**src/rtl/mul_sequencer_pkg.sv**
```systemverilog
// Shared micro-architecture constants used by the MUL sequencer and the
// core-level ALU mux: ALU operation encodings, the ALU op field width and
// the flag bit positions in the 8086 FLAGS word.
package mul_sequencer_pkg;

  localparam int MC_ALUOp_t_BITS = 5;

  localparam logic [MC_ALUOp_t_BITS-1:0] ALUOp_SELA = 5'd0;
  localparam logic [MC_ALUOp_t_BITS-1:0] ALUOp_ADD  = 5'd1;
  localparam logic [MC_ALUOp_t_BITS-1:0] ALUOp_ADC  = 5'd2;
  localparam logic [MC_ALUOp_t_BITS-1:0] ALUOp_SUB  = 5'd3;
  localparam logic [MC_ALUOp_t_BITS-1:0] ALUOp_AND  = 5'd4;
  localparam logic [MC_ALUOp_t_BITS-1:0] ALUOp_OR   = 5'd5;
  localparam logic [MC_ALUOp_t_BITS-1:0] ALUOp_XOR  = 5'd6;

  // FLAGS bit positions
  localparam int CF_IDX = 0;
  localparam int OF_IDX = 11;

endpackage

```
**src/rtl/mul_sequencer.sv**
```systemverilog
// mul_sequencer: multi-cycle unsigned 8086 MUL (8x8->16, 16x16->32).
// Drives the shared ALU with one ADD per multiplier bit (shift-add), taking
// a fixed 8 or 16 iterations regardless of operand values.
//
// Ports:
//   clk, reset         core clock, synchronous active-high reset
//   start              begin multiply (honoured in IDLE/DONE only)
//   is_8_bit           operand size, sampled with start
//   multiplicand       operand A (upper byte ignored in 8-bit mode)
//   multiplier         operand B (upper byte ignored in 8-bit mode)
//   busy               high while iterating
//   complete           one-cycle pulse when the product is ready
//   result             registered product; [31:16]=0 in 8-bit mode
//   cf_of              registered CF/OF value: upper half of product non-zero
//   alu_a/alu_b/alu_op/alu_is_8_bit   ALU inputs (owned only while busy)
//   alu_out, alu_flags_out            ALU results (only CF is used)
module mul_sequencer
  import mul_sequencer_pkg::*;
(
  input  logic                       clk,
  input  logic                       reset,
  input  logic                       start,
  input  logic                       is_8_bit,
  input  logic [15:0]                multiplicand,
  input  logic [15:0]                multiplier,
  output logic                       busy,
  output logic                       complete,
  output logic [31:0]                result,
  output logic                       cf_of,
  output logic [15:0]                alu_a,
  output logic [15:0]                alu_b,
  output logic [MC_ALUOp_t_BITS-1:0] alu_op,
  output logic                       alu_is_8_bit,
  input  logic [15:0]                alu_out,
  input  logic [15:0]                alu_flags_out
);

  typedef enum logic [1:0] {S_IDLE, S_ITER, S_DONE} state_t;

  state_t      state, state_nxt;
  logic [15:0] hi, lo, mcand;
  logic [15:0] hi_nxt, lo_nxt;
  logic [3:0]  count;
  logic        size;
  logic        carry;
  logic        accept;
  logic        unused_flags;

  // Only the carry flag matters to the shift-add loop.
  assign carry        = alu_flags_out[CF_IDX];
  assign unused_flags = ^(alu_flags_out & ~(16'h1 << CF_IDX));

  assign accept = start && (state == S_IDLE || state == S_DONE);

  always_ff @(posedge clk) begin
    if (reset) state <= S_IDLE;
    else       state <= state_nxt;
  end

  // Next state plus status and ALU drive. Outside ITER the ALU sees a
  // harmless SELA of zero so no flags are disturbed.
  always_comb begin
    state_nxt    = state;
    busy         = 1'b0;
    complete     = 1'b0;
    alu_op       = ALUOp_SELA;
    alu_a        = '0;
    alu_b        = '0;
    alu_is_8_bit = 1'b0;
    case (state)
      S_IDLE: if (start) state_nxt = S_ITER;
      S_ITER: begin
        busy         = 1'b1;
        alu_op       = ALUOp_ADD;
        alu_a        = hi;
        alu_b        = lo[0] ? mcand : 16'h0;
        alu_is_8_bit = size;
        if (count == 4'd0) state_nxt = S_DONE;
      end
      S_DONE: begin
        complete  = 1'b1;
        state_nxt = start ? S_ITER : S_IDLE;
      end
      default: state_nxt = S_IDLE;
    endcase
  end

  // One shift-add step: the ALU carry becomes the new top bit of the
  // accumulator and the accumulator LSB drops into the vacated top of lo.
  always_comb begin
    if (size) begin
      hi_nxt = {8'h0, carry, alu_out[7:1]};
      lo_nxt = {8'h0, alu_out[0], lo[7:1]};
    end else begin
      hi_nxt = {carry, alu_out[15:1]};
      lo_nxt = {alu_out[0], lo[15:1]};
    end
  end

  always_ff @(posedge clk) begin
    if (reset) begin
      hi     <= '0;
      lo     <= '0;
      mcand  <= '0;
      count  <= '0;
      size   <= 1'b0;
      result <= '0;
      cf_of  <= 1'b0;
    end else if (accept) begin
      mcand <= is_8_bit ? {8'h0, multiplicand[7:0]} : multiplicand;
      lo    <= is_8_bit ? {8'h0, multiplier[7:0]}   : multiplier;
      hi    <= '0;
      size  <= is_8_bit;
      count <= is_8_bit ? 4'd7 : 4'd15;
    end else if (state == S_ITER) begin
      hi <= hi_nxt;
      lo <= lo_nxt;
      if (count != 4'd0) begin
        count <= count - 4'd1;
      end else begin
        // Last step: capture from the post-step values so result is
        // already valid in the DONE cycle.
        result <= size ? {16'h0, hi_nxt[7:0], lo_nxt[7:0]} : {hi_nxt, lo_nxt};
        cf_of  <= size ? |hi_nxt[7:0] : |hi_nxt;
      end
    end
  end

endmodule

```
**config.mk**
```make
export PLATFORM = sky130hd
export DESIGN_NAME = mul_sequencer
export DESIGN_NICKNAME = d
export VERILOG_FILES = /design/src/rtl/mul_sequencer_pkg.sv /design/src/rtl/mul_sequencer.sv
export SDC_FILE = /design/constraint.sdc
export NUM_CORES = 1
export LEC_CHECK = 0
export CORE_MARGIN = 5
export CORE_UTILIZATION = 40
export CTS_CLUSTER_DIAMETER = 150
export DETAILED_ROUTE_END_ITERATION = 10
export GPL_TIMING_DRIVEN = 1
export PLACE_DENSITY_LB_ADDON = 0.08
export REMOVE_ABC_BUFFERS = 1
export SKIP_CTS_REPAIR_TIMING = 1
export SLEW_MARGIN = 25
export SYNTH_ARGS = -nofsm -noshare
export SYNTH_HDL_FRONTEND = slang
export SYNTH_SLANG_ARGS = --single-unit
```
**constraint.sdc**
```tcl
create_clock -name clk -period 1.4 [get_ports clk]
set_input_delay 0.28 -clock clk [delete_from_list [all_inputs] [get_ports clk]]
set_output_delay 0.28 -clock clk [all_outputs]
set_load 0.05 [all_outputs]
```
==> results of run 1 <==
## through the flow
stage          hold slack, ns  cells  instance area (um2)  setup slack (ns)
2_1_floorplan           0.345    434                 3650             -1.67
3_3_place_gp            0.433    739                 6200            -0.228
3_5_place_dp            0.440    739                 6200            -0.209
4_1_cts                 0.150    755                 6410            -0.457
5_1_grt                 0.166    770                 6790            -0.330
6_report                0.156    770                 6790            -0.283
## kinds of logic (layout without fill, tap and decap cells)
kind of cell	after synthesis	count (layout)	share of synthesized area
buf+inv	48	206	0.0682
mux	11	11	0.0309
compound gates	95	95	0.146
fa+ha+maj	2	2	0.00643
flops	88	88	0.453
other cells	1	4	0.000964
simple gates	231	231	0.295
## synth_stat cells, types with 8 or more instances
cell,instances,share of area
buf_4,14,0.027
and3_1,17,0.027
mux2_1,8,0.023
nor2_1,24,0.023
nand3b_1,24,0.046
nor2b_1,18,0.029
clkbuf_1,15,0.014
nor3_1,12,0.015
and2_1,18,0.029
dfxtp_1,88,0.45
a21oi_1,72,0.093
buf_2,13,0.017
nand2_1,109,0.11
## registers in the layout, summed over array words and instances (netlist names)
name    flops
count       4
size        1
lo         16
cf_of       1
result     32
hi         16
state       2
mcand      16
## worst max-delay path by stage
stage | startpoint | end | slack [ns] | cells past startpoint
3_3_place_gp | alu_out[2] | cf_of | -0.23 | 5
2_1_floorplan | state[1] | result[10] | -1.67 | 5
6_report | state[1] | alu_b[2] | -0.28 | 5
3_5_place_dp | alu_out[2] | cf_of | -0.21 | 5
5_1_grt | state[1] | alu_b[6] | -0.33 | 5
4_1_cts | state[1] | alu_is_8_bit | -0.46 | 5
## cell type report
type	instances	area share
sequential	88	0.260
multi-input combinational	343	0.305
tap	133	0.0245
inverter	3	0.00277
timing repair buffer	187	0.376
clock inverter	5	0.0116
clock buffer	11	0.0194
## metal layers
layer / vias up / global-route usage
met3: 12 / 0.0539
met4: 0 / 0.0568
met5: - / 0
met1: 1744 / 0.235
li1: 1903 / -
met2: 112 / 0.314
## power by group through the flow
| stage | clock network, mW | registers (mW) | logic (mW) |
|---|---|---|---|
| 2_1_floorplan | 0 | 2.97 | 0.563 |
| 3_3_place_gp | 0 | 2.82 | 1.59 |
| 3_5_place_dp | 0 | 2.82 | 1.62 |
| 4_1_cts | 1.95 | 2.77 | 1.62 |
| 5_1_grt | 2.06 | 2.80 | 1.96 |
| 6_report | 1.92 | 2.77 | 1.82 |
## cell usage in the layout (no fill, tap or decap), types with 15 or more instances in the layout
cell	n
nor2b_1	17
nand2_1	108
clkdlybuf4s50_1	51
buf_12	77
nor2_1	23
a21oi_1	71
and3_4	16
buf_4	50
and2_4	15
dfxtp_1	84
nand3b_1	24
==> qor.csv, run 1 <==
metric;value;unit
final max-slew violation count;0;
Post-synth top flop;dfxtp_1;
FP Rows;36;
failing checks;negative setup slack;
layout cells sized above 1;0.330;
Area growth syn-to-layout;74.4;%
DRC;0;
H-tree Lvls;3;
Multi-input gate area;2070;um2
die height;109;um
via/cell ratio;4.90;
wirelength, routed;11.4;mm
Critical Path Source Type;flip-flop;
clock root buffer;clkbuf_8;
fmax;594;MHz
Fin. Hold Viols;0;
Crit Path Class;reg2out;
FF-to-FF path depth;7;
first-pass GRT wire length;17.8;mm
setup TNS;-10.18;ns
post-route ant nets;0;
slack of the critical path;-0.283;ns
initial antenna violation count;0;
core area;9640;um2
Clk pwr share;0.294;
Initial DRT Pass Iterations;4;
CP max stage delay;0.32;ns
Sw Pwr;1.94;mW
worst path bufs/invs;3;
Starting Density;0.404;
Mapped Cells;476;
CP top delay family;simple AND/OR/NAND/NOR gates;
status;complete, but fails checks;
Register Area;1770;um2
Ports;141;
wire length on met3;933;um
part of the power in registers;0.426;
Peak VDD IR;0.000640;V
M1 wire length;4.82;mm
Tot GR Track Use;0.188;
skew final;0.0169;ns
dpl hpwl;8.20;mm
Die Span X;109;um
vias in the first global route;3621;
met2 wire len;5.59;mm
R2R Path Start;count[1];
flops & latches, synth;88;
maxcap violations;0;
number of port buffers;121;
nets;702;
synthesis warning total;0;
leakage power total;2.58;nW
fin crit share;1.20;
Netlist cell types;31;
TritonCTS Buffers;9;
Critical Path RT;1.12;ns
Worst setup EP type;output pin;
Sinks on Clock Net;88;
number of flops mapped to enable cells by yosys;0;
hold_sp;reset;
Synth Cell Area;3890;um2
ys async rst share;0;
hold path endpoint;result[1];
most frequent CP cell;buf_12;
DR top layer;met4;
Internal;4.58;mW
Crit Reg-Reg Endpoint;result[14];
clk buf depth;2;
DIE AREA;11800;um2
FF-to-FF setup slack;-0.11;ns
worst hold path type;in2reg;
Inserted Diodes;0;
Worst-Skew Late Latency;0.36;ns
routability cong.;0.783;
Wirelength per Cell;14.9;um
largest net degree at the start of global routing;33;
Final Util;0.704;
CP arrival;1.40;ns
CTS tree;built;
Seq/Total Area, Yosys;0.453;
via count;3771;
RSZ-0062 raised after global routing;true;
DRT iter0 DRCs;138;
crit path max-delay cell type;dfxtp_2;
Sw Ratio;0.298;
Post-Syn Area per Cell;8.17;um2
Crit Path Max Fanout;11;
crit path time final;1.68;ns
fillers;779;
Cell Chain, Critical Path;nand2b_4 > inv_8 > buf_12 > and3_4 > buf_12;
GRT overflow;0;
Cell Pwr Density;961;nW/um2
combinational share of power;0.280;
Final Total Pwr;6.52;mW
clk slew on worst S/H paths;0.09;ns
hold depth;2;
endpoints failing setup;60;
Note: power is estimated with default switching activity, not from simulation.
==> run 2: changes to the inputs <==
Settings changed: SLEW_MARGIN 25 to not set, TNS_END_PERCENT set to 100.
==> results of run 2 <==
No change in the layout: final DEF, timing and power equal those of run 1.
==> run 3: changes to the inputs <==
Settings changed: CORE_UTILIZATION 40 to 31.
==> run 3 against run 2 <==
  * The run still ends with negative setup slack left
  * Via count fell by 0.48%
  * Worst setup slack worse by 0.0045 ns
  * Largest cell class unchanged
  * Critical path type unchanged
  * First-iteration DRC count fell by 12%
  * Non-clock buffer count down 4
  * Clock power grew 29%
  * Total power is 9.3% higher
==> qor.csv, run 3 (synthesized netlist as in run 1, its figures left out) <==
metric;value;unit;change
layout cells sized above 1;0.385;;was 0.330
first-pass GRT wire length;18.1;mm;was 17.8 mm
core area;12500;um2;was 9640 um2
part of the power in registers;0.390;;was 0.426
largest net degree at the start of global routing;40;;was 33
fin crit share;1.21;;was 1.20
Inserted Diodes;0;;unchanged
vias in the first global route;3596;;was 3621
Tot GR Track Use;0.155;;was 0.188
slack of the critical path;-0.288;ns;was -0.283 ns
clk slew on worst S/H paths;0.06;ns;was 0.09 ns
Crit Path Max Fanout;7;;was 11
worst hold path type;in2reg;;unchanged
CP arrival;1.41;ns;was 1.40 ns
Starting Density;0.312;;was 0.404
DRC;0;;unchanged
Peak VDD IR;0.000488;V;was 0.000640 V
Fin. Hold Viols;0;;unchanged
skew final;0.00521;ns;was 0.0169 ns
clk buf depth;2;;unchanged
Initial DRT Pass Iterations;4;;unchanged
failing checks;negative setup slack;;unchanged
H-tree Lvls;3;;unchanged
clock root buffer;clkbuf_16;;was clkbuf_8
Internal;5.06;mW;was 4.58 mW
max reg flops;32;;unchanged
via/cell ratio;4.66;;was 4.90
Clk pwr share;0.346;;was 0.294
via count;3753;;was 3771
most common cell after layout, fill and taps aside;nand2_1;;unchanged
status;complete, but fails checks;;unchanged
Ports;141;;unchanged
maxcap violations;0;;unchanged
fmax;593;MHz;was 594 MHz
post-route ant nets;0;;unchanged
register with the highest flop count;result;;unchanged
routability cong.;0.745;;was 0.783
RSZ-0062 raised after global routing;true;;unchanged
FP Rows;41;;was 36
combinational share of power;0.263;;was 0.280
endpoints failing setup;72;;was 60
final max-slew violation count;0;;unchanged
Final Total Pwr;7.12;mW;was 6.52 mW
Wirelength per Cell;15.1;um;was 14.9 um
GRT overflow;0;;unchanged
Cell Pwr Density;1000;nW/um2;was 961 nW/um2
leakage power total;2.64;nW;was 2.58 nW
DRT iter0 DRCs;122;;was 138
Sinks on Clock Net;88;;unchanged
# placed instances;779;;was 739
cell area after layout;7100;um2;was 6790 um2
Sw Pwr;2.06;mW;was 1.94 mW
Post-DP Area;6250;um2;was 6200 um2
Crit Path Class;reg2out;;unchanged
crit path time final;1.69;ns;was 1.68 ns
number of port buffers;121;;unchanged
most frequent cells in the layout;nand2_1 (91), dfxtp_1 (85), buf_12 (77), a21oi_1 (57), clkdlybuf4s50_1 (51);;was nand2_1 (108), dfxtp_1 (84), buf_12 (77), a21oi_1 (71), clkdlybuf4s50_1 (51)
dpl hpwl;8.37;mm;was 8.20 mm
CTS tree;built;;unchanged
TritonCTS Buffers;9;;unchanged
post-route insts no fill;805;;was 770
Die Span X;122;um;was 109 um
die height;122;um;was 109 um
Worst setup EP type;output pin;;unchanged
nets;698;;was 702
Critical Path Source Type;flip-flop;;unchanged
Area growth syn-to-layout;82.4;%;was 74.4%
Critical Path RT;1.12;ns;about the same
initial antenna violation count;0;;unchanged
DIE AREA;14900;um2;was 11800 um2
Worst-Skew Late Latency;0.34;ns;was 0.36 ns
wirelength, routed;12.2;mm;was 11.4 mm
Sw Ratio;0.290;;was 0.298
==> run 3: per-stage QoR <==
step                      TNS [ns]  hold WS [ns]  utilization  setup slack, ns
after floorplan            -118.93         0.345            -            -1.67
after global placement       -7.98         0.434        0.502           -0.438
after detailed placement     -9.43         0.440        0.502           -0.403
after CTS                   -16.70         0.384        0.526           -0.419
after global routing        -17.11         0.415        0.569           -0.338
final                       -10.86         0.398        0.569           -0.288
==> run 3: worst max-delay path, cell delays in order (launching register included) <==
cell	delay, ns
dfxtp_2	0.33
nand2b_4	0.16
clkinv_8	0.09
clkbuf_16	0.16
and3_4	0.18
buf_12	0.14
==> run 3: path summary, 6_finish.rpt <==
check,start,endpoint,slack [ns],cells past startpoint
hold / removal,reset,result[4],0.40,3
setup reg to reg,count[1],result[23],-0.08,9
setup / recovery,state[1],alu_b[3],-0.29,5
hold reg to reg,mcand[8],mcand[8],0.45,2
==> run 3: power groups by stage <==
| stage | sequential [mW] | combinational (mW) | clock [mW] |
|---|---|---|---|
| after CTS | 2.77 | 1.63 | 2.55 |
| final | 2.78 | 1.88 | 2.47 |
| after global routing | 2.80 | 2.01 | 2.61 |
| after global placement | 2.81 | 1.61 | 0 |
| after floorplan | 2.97 | 0.563 | 0 |
| after detailed placement | 2.82 | 1.63 | 0 |
==> run 3: area by class of cell <==
type                            instances  area (um2)
Clock buffer                           13         260
Sequential cell                        88        1770
Clock inverter                          3        40.0
Tap cell                              172         215
Timing Repair Buffer                  183        2540
Multi-Input combinational cell        343        2250
Inverter                                3        23.8
Fill cell                            1113        5370
==> run 3: per-layer routing <==
layer  vias up  GRT usage  share of wire
met5         -          0              0
met4         0     0.0546          0.018
met3        16     0.0636          0.092
met2       114      0.253           0.48
met1      1733      0.184           0.41
li1       1890          -              -
